### src/rtl/prioritet_dispatcher.sv
// Request dispatcher: sticky pending bits feed an 8-bit priority encoder,
// and the highest pending index is offered downstream over valid/ready.

module prioritet_decypher (
  input  logic [7:0] number,
  output logic [2:0] ub
);

  // Index of the highest set bit; all-zero input yields 0.
  always_comb begin
    ub = 3'd0;
    casez (number)
      8'b1???????: ub = 3'd7;
      8'b01??????: ub = 3'd6;
      8'b001?????: ub = 3'd5;
      8'b0001????: ub = 3'd4;
      8'b00001???: ub = 3'd3;
      8'b000001??: ub = 3'd2;
      8'b0000001?: ub = 3'd1;
      8'b00000001: ub = 3'd0;
      default:     ub = 3'd0;
    endcase
  end

endmodule

module prioritet_dispatcher #(
  parameter int N  = 8,
  parameter int IW = 3
) (
  input  logic          clk,
  input  logic          rst,
  input  logic [N-1:0]  req,
  input  logic          flush,
  input  logic          out_ready,
  output logic          out_valid,
  output logic [IW-1:0] out_idx,
  output logic [IW:0]   pend_cnt,
  output logic          dup
);

  typedef enum logic [0:0] {
    IDLE  = 1'b0,
    OFFER = 1'b1
  } state_t;

  state_t        state_q;
  logic [N-1:0]  pending_q;
  logic [N-1:0]  pending_d;
  logic          dup_q;
  logic          dup_d;
  logic [IW:0]   pend_cnt_q;
  logic [IW:0]   pend_cnt_d;
  logic          out_valid_q;
  logic [IW-1:0] out_idx_q;
  logic [IW-1:0] enc_s;
  logic          accept_s;
  logic [N-1:0]  acc_mask_s;

  function automatic logic [IW:0] popcount(input logic [N-1:0] v);
    logic [IW:0] cnt;
    cnt = {(IW+1){1'b0}};
    for (int i = 0; i < N; i++) begin
      cnt = cnt + {{IW{1'b0}}, v[i]};
    end
    return cnt;
  endfunction

  prioritet_decypher u_enc (
    .number (pending_q),
    .ub     (enc_s)
  );

  // Acceptance mask, next pending vector, sticky duplicate flag and count.
  always_comb begin
    accept_s   = out_valid_q & out_ready;
    acc_mask_s = {N{1'b0}};
    pending_d  = pending_q;
    dup_d      = dup_q;
    if (accept_s) begin
      acc_mask_s = {{(N-1){1'b0}}, 1'b1} << out_idx_q;
    end else begin
      acc_mask_s = {N{1'b0}};
    end
    // A re-request of the bit being accepted survives as a fresh request.
    if (flush) begin
      pending_d = {N{1'b0}};
      dup_d     = 1'b0;
    end else begin
      pending_d = (pending_q & ~acc_mask_s) | req;
      dup_d     = dup_q | (|(req & pending_q & ~acc_mask_s));
    end
    pend_cnt_d = popcount(pending_d);
  end

  // Pending bits, duplicate flag and population count registers.
  always_ff @(posedge clk or posedge rst) begin
    if (rst) begin
      pending_q  <= {N{1'b0}};
      dup_q      <= 1'b0;
      pend_cnt_q <= {(IW+1){1'b0}};
    end else begin
      pending_q  <= pending_d;
      dup_q      <= dup_d;
      pend_cnt_q <= pend_cnt_d;
    end
  end

  // Offer FSM; out_idx is frozen while an offer is outstanding.
  always_ff @(posedge clk or posedge rst) begin
    if (rst) begin
      state_q     <= IDLE;
      out_valid_q <= 1'b0;
      out_idx_q   <= {IW{1'b0}};
    end else if (flush) begin
      state_q     <= IDLE;
      out_valid_q <= 1'b0;
    end else begin
      case (state_q)
        IDLE: begin
          if (|pending_q) begin
            out_idx_q   <= enc_s;
            out_valid_q <= 1'b1;
            state_q     <= OFFER;
          end else begin
            out_valid_q <= 1'b0;
            state_q     <= IDLE;
          end
        end
        OFFER: begin
          if (out_ready) begin
            out_valid_q <= 1'b0;
            state_q     <= IDLE;
          end else begin
            out_valid_q <= 1'b1;
            state_q     <= OFFER;
          end
        end
        default: begin
          out_valid_q <= 1'b0;
          state_q     <= IDLE;
        end
      endcase
    end
  end

  assign out_valid = out_valid_q;
  assign out_idx   = out_idx_q;
  assign pend_cnt  = pend_cnt_q;
  assign dup       = dup_q;

endmodule

### config.mk
export PLATFORM = sky130hd
export DESIGN_NAME = prioritet_dispatcher
export DESIGN_NICKNAME = d
export VERILOG_FILES = /design/src/rtl/prioritet_dispatcher.sv
export SDC_FILE = /design/constraint.sdc
export NUM_CORES = 1
export LEC_CHECK = 0
export CORE_AREA = 2 2 51 53
export DETAILED_ROUTE_END_ITERATION = 7
export DIE_AREA = 0 0 53 55
export PLACE_DENSITY = 0.8
export SETUP_SLACK_MARGIN = 0.05
export SYNTH_ARGS = -nofsm -noshare
export SYNTH_HDL_FRONTEND = slang
export SYNTH_SLANG_ARGS = --single-unit
### constraint.sdc
create_clock -name clk -period 3.6 [get_ports clk]
set_input_delay 0.54 -clock clk [delete_from_list [all_inputs] [get_ports clk]]
set_output_delay 0.54 -clock clk [all_outputs]
set_load 0.05 [all_outputs]
# ---- Word-level counts from Yosys, hierarchy flattened
# Index checks and enable logic that the tools add are counted.
dict set report totals {
  ram_bits 0
  out_inout_bits 9
  wordCells 39
  rom_bits 0
  latchBits 0
  reg_bits 17
  mem_count 0
  input_bits 12
}
dict set report op_classes {
  n_bitwise 9
  div 0
  n_reduce_logical 3
  order_cmp 0
  n_shift 1
  mul 0
  n_eq_ne 6
  muxes 8
  addsub 7
}
# cell n
set ops {}
lappend ops {{$and 8x8->8} 3}
lappend ops {{$pmux 3 s7} 1}
lappend ops {{$add 4x1->4} 4}
lappend ops {{$mux 8} 2}
lappend ops {{$reduce_or 8->1} 2}
lappend ops {{$not 8->8} 1}
lappend ops {{$or 8x8->8} 1}
lappend ops {{$shl 1x3->8 const A} 1}
lappend ops {{$eq 7x1->1 const B} 1}
lappend ops {{$eq 6x1->1 const B} 1}
lappend ops {{$eq 5x1->1 const B} 1}
lappend ops {{$add 3x1->4} 1}
lappend ops {{$eq 4x1->1 const B} 1}
lappend ops {{$mux 1} 4}
lappend ops {{$add 2x1->3} 1}
lappend ops {{$eq 3x1->1 const B} 1}
lappend ops {{$reduce_and 3->1} 1}
lappend ops {{$add 1x1->2} 1}
lappend ops {{$eq 2x1->1 const B} 1}
lappend ops {{$not 1->1} 2}
lappend ops {{$pmux 1 s2} 1}
lappend ops {{$and 1x1->1} 1}
lappend ops {{$or 1x1->1} 1}

# ---- Longest topological paths before layout
dict set report logic_depth {
  depth_word 13
  ltp_mapped 13
  depth_no_buf 13
}

# ---- Modules after synthesis
# A second synthesis with hierarchy kept.
dict set report hier_totals {
  cells_unflattened 106
  hier_area_um2 973.4
}
# module instances cells_per_inst area_per_inst_um2 seq_area_each_um2
set modules_own_cells {}
lappend modules_own_cells {prioritet_dispatcher 1 96 928.4 425.4}
lappend modules_own_cells {prioritet_decypher 1 10 45.0 0.0}

# ---- Worst setup path after synthesis
# Ideal clock, no wire load.
dict set report synth_path {
  kind {reg2reg}
  startpoint {reg out_idx_q[0] (netlist: out_idx[0])}
  endpoint {reg pend_cnt_q[2] (netlist: pend_cnt[2])}
  t_arrival_ns 3.772
  synth_period_minus_slack_ns 3.895
  path_buffers 0
  required_time_ns 3.477
  stages_incl_launch_ff 14
  path_slack_ns -0.295
  setup_ns 0.123
  cell_sequence {dfrtp_1 nor2b_1 or3b_2 a21oi_1 nor2_1 fa_1 inv_1 fa_1 fa_1 inv_1 ha_1 inv_1 fa_1 xnor2_1}
}
dict set report synth_between {
  elab_chain_cells 13
}
# item line_no
set synth_lines {}
lappend synth_lines {{start, declared} 55} ;# logic [IW-1:0] out_idx_q;
lappend synth_lines {{start signal, assigned} 114} ;# out_idx_q <= {IW{1'b0}};
lappend synth_lines {{start signal, assigned} 122} ;# out_idx_q <= enc_s;
lappend synth_lines {{$shl 1x3->8} 81} ;# acc_mask_s = {{(N-1){1'b0}}, 1'b1} << out_idx_q;
lappend synth_lines {{$mux 8} 80} ;# if (accept_s) begin
lappend synth_lines {{$not 8->8} 90} ;# pending_d = (pending_q & ~acc_mask_s) | req;
lappend synth_lines {{$and 8x8->8} 90}
lappend synth_lines {{$or 8x8->8} 90}
lappend synth_lines {{$mux 8} 86} ;# if (flush) begin
lappend synth_lines {{named net pending_d[1]} 49} ;# logic [N-1:0] pending_d;
lappend synth_lines {{$add 1x1->2} 64} ;# cnt = cnt + {{IW{1'b0}}, v[i]};
lappend synth_lines {{$add 2x1->3} 64}
lappend synth_lines {{$add 3x1->4} 64}
lappend synth_lines {{$add 4x1->4 (4 in a row)} 64}
lappend synth_lines {{named net pend_cnt_d[2]} 53} ;# logic [IW:0] pend_cnt_d;
lappend synth_lines {{end signal, assigned} 101} ;# pend_cnt_q <= {(IW+1){1'b0}};
lappend synth_lines {{end signal, assigned} 105} ;# pend_cnt_q <= pend_cnt_d;
lappend synth_lines {{end, declared} 52} ;# logic [IW:0] pend_cnt_q;
# The timed path passes the listed nets, and every way through them passes these cells.
# A chain may end at the register's enable or synchronous reset.

# ---- Final worst setup path
dict set report layout_path {
  startpoint {reg out_idx_q[1] (netlist: out_idx[1])}
  endpoint {reg pend_cnt_q[1] (netlist: pend_cnt[1])}
}
# The elaborated chain is that of the path after synthesis.

==> key figures <==
Final layout
  – N_diodes: 0
  – Final core utilization: 56.8%
  – Finished Layout Cells: 165
  – Layout area overhead: 37.0%
  – Commonest non-fill, non-tap cell in the layout: clkdlybuf4s50_1
  – Commonest non-fill, non-tap cells in the layout: clkdlybuf4s50_1, inv_1, dfrtp_1
  – Layout cells sized above 1: 23.0%
  – Nets: 155
  – Fillers: 208

Die
  – Chip width: 53 µm
  – Effective utilization at floorplan: 41.5%
  – Core region area: 0.00236 mm²
  – Die Y: 55 µm
  – Number of cell rows: 18
  – Full die area: 0.00292 mm²
  – # IOs: 21

Placement
  – Port bufs: 20
  – DP Cell Count: 160
  – DPL Wire Length: 1790 µm
  – Gpl congestion: 0.903

Yosys
  – Post-synthesis cell area: 981 µm²
  – XOR/XNOR Fraction of Synth Area: 0.893%
  – Syn_area_per_cell: 9.43 µm²
  – #FFs+latches synth: 17
  – Area share of the largest cell type after synthesis: 43.4%
  – Syn Inst Count: 104
  – Synth area leaders: dfrtp_1, fa_1, inv_1, a21oi_1, nand2_1
  – Async S/R FF share, synth: 100%
  – Sequential area share after synthesis: 43.4%
  – Mux share of post-synthesis cell area: 0%
  – Post-synth cell types: 31
  – Post-Synth Adder-Cell Area: 12.0%
  – Synthesized Nets: 123
  – Post-synth top area cell: dfrtp_1
  – Synth warn: 0
  – Main combinational cell family by area after synthesis: simple AND/OR/NAND/NOR gates
  – Simple-gate share of the synthesized area: 19.3%
  – EDFF count, synth: 0
  – Synth Area in Compound Gates: 18.8%
  – Top FF cell, synth: dfrtp_1

Routing
  – DRC violations left: 0
  – Detailed Route WL: 2320 µm
  – Pre-antenna DRT Iters: 4
  – Vias/cell: 5.23
  – DR WL/cell: 14.1 µm
  – First DRT Iteration DRCs: 32
  – Antenna Violating Nets Remaining: 0
  – Via count: 863

Clock tree
  – H-tree depth: 1
  – Reg clk slew, reported paths: 100 ps
  – Root buf cell: clkbuf_4
  – CTS Buf Count: 3
  – Clk buf depth: 2
  – CTS Hold Buffers Added: 0
  – TritonCTS clock tree: built
  – Clock latency on the worst-skew pair: 280 ps
  – Clock sinks: 17

STA
  – Final hold violations: 0
  – Final setup margin: -30.6 ps
  – Relative slew slack: 56.0%
  – RSZ-0062 raised after global routing: true
  – Fin crit share: 101%
  – Clock skew: 3.41 ps
  – Setup violators final: 2
  – Crit path time final: 3630 ps
  – Fmax achieved: 275 MHz
  – Pin slew with the least headroom to its limit: 659 ps
  – Slew Limit Fails: 0

Setup path
  – CP required: 3780 ps
  – Source of the critical timing path: out_idx[1]$_DFFE_PP0P_
  – Crit Path Category: flip-flop to flip-flop
  – CP Data Arrival Time: 3810 ps
  – R2R cell count: 12
  – Reg2reg start: out_idx[1]$_DFFE_PP0P_
  – Crit-path max FO: 4
  – CP Capture Type: flip-flop
  – Startpoint Class: flip-flop

Power and ir drop
  – Sw Ratio: 41.2%
  – Pleak: 0.000594 µW
  – Cell-internal power: 395 µW
  – Sequential fraction of design power: 37.8%
  – Total power: 672 µW
  – Clock Power Share: 14.9%
  – Worst VDD drop: 0.343 mV
  – Power Density: 500 mW/mm²
  – Comb pwr share: 47.2%
  – Net Sw Power: 276 µW

GRT
  – Global-route wire length before repair: 4090 µm
  – Initial antenna violation count: 0
  – Largest net degree at the start of global routing: 18
  – GRT Residual Overflow: 0
  – Number of global-route vias before repair: 977
  – GRT Overall Usage: 19.6%

Run status
  – Status: finished, violations left
  – Failing checks: setup timing

Job
  – Max-cap check violation count: 0

Worst hold path
  – Worst hold path class: primary input to async pin
==> sequential cells by signal (all words and copies together) (netlist names) <==
name and flops:
pending_q 8, out_valid 1, out_idx 3, pend_cnt 4
dup 1
==> synth_stat cells, types with 2 or more instances <==
| cell type | count |
|---|---|
| or2_2 | 3 |
| fa_1 | 4 |
| nand3_1 | 3 |
| or4_1 | 2 |
| nor3_1 | 2 |
| a32oi_1 | 2 |
| o21ai_0 | 4 |
| nor2_1 | 9 |
| inv_1 | 14 |
| a21oi_1 | 10 |
| ha_1 | 3 |
| nand2_1 | 12 |
| dfrtp_1 | 17 |
| nor2b_1 | 2 |
==> power groups by stage <==
| stage | Sequential, µW | Combinational [µW] | Clock, µW |
|---|---|---|---|
| detailed placement | 258 | 310 | 0 |
| CTS | 254 | 317 | 102 |
| global route | 260 | 345 | 109 |
| finish | 254 | 317 | 100 |
| global placement | 256 | 303 | 0 |
| floorplan | 354 | 95.0 | 0 |
==> through the flow <==
stage | hold slack [ps] | cell area (µm²) | setup slack [ps] | TNS [ps]
6_report | 640 | 1340 | -30.6 | -50.3
5_1_grt | 685 | 1340 | -148 | -286
4_1_cts | 626 | 1330 | -10.9 | -10.9
3_5_place_dp | 602 | 1290 | -568 | -1490
3_3_place_gp | 589 | 1290 | -524 | -1320
2_1_floorplan | 466 | 1000 | -26.3 | -51.6
==> what timing repair did <==
| action | 4_1_cts | 5_1_grt |
|---|---|---|
| endpoints found under the setup margin | 3 | 2 |
| gates resized for setup | 5 | 4 |
| setup buffers | 1 | 0 |
| cloned | 0 | 0 |
==> final timing paths <==
kind / slack [ps] / to
worst max-delay path: -30 / pend_cnt[1]$_DFF_PP0_
worst min-delay path: 640 / pend_cnt[0]$_DFF_PP0_
worst max register to register: -30 / pend_cnt[1]$_DFF_PP0_
worst min register to register: 640 / out_idx[1]$_DFFE_PP0P_
max in group asynchronous: 2500 / out_idx[2]$_DFFE_PP0P_
min in group clk: 640 / out_idx[1]$_DFFE_PP0P_
==> worst max-delay path, cell delays in order (launching register included) <==
cell     delay (ps)
dfrtp_2         450
or4_4           580
a21oi_4         170
nor2_2           60
fa_1            500
inv_2            40
fa_1            500
fa_1            410
inv_1            70
ha_2            160
inv_1            50
fa_1            480
inv_1            40
==> cells by family after synthesis <==
family | after synthesis
AOI/OAI and AO/OA | 26
xor gates and xnor gates | 1
adders and majority gates | 7
buffers and inverters | 15
DFF | 17
and+or+nand+nor | 38
==> routing by layer <==
layer  routed length (µm)  track usage, %  up-vias
met5                    0               0        -
met4                   72            9.40        0
met1                  944            22.5      409
met2                 1180            35.2       24
li1                     -               -      422
met3                  120            3.76        8
==> layout make-up <==
class                      instances  area [µm²]  area share [%]
clock buffer                       4        26.3            1.96
inverter                          14        52.6            3.91
multi-input combinational         72         538            40.0
sequential                        17         430            32.0
tap                               30        37.5            2.79
timing repair buffer              28         259            19.3
No activity file was read; power rests on OpenSTA's default activity.
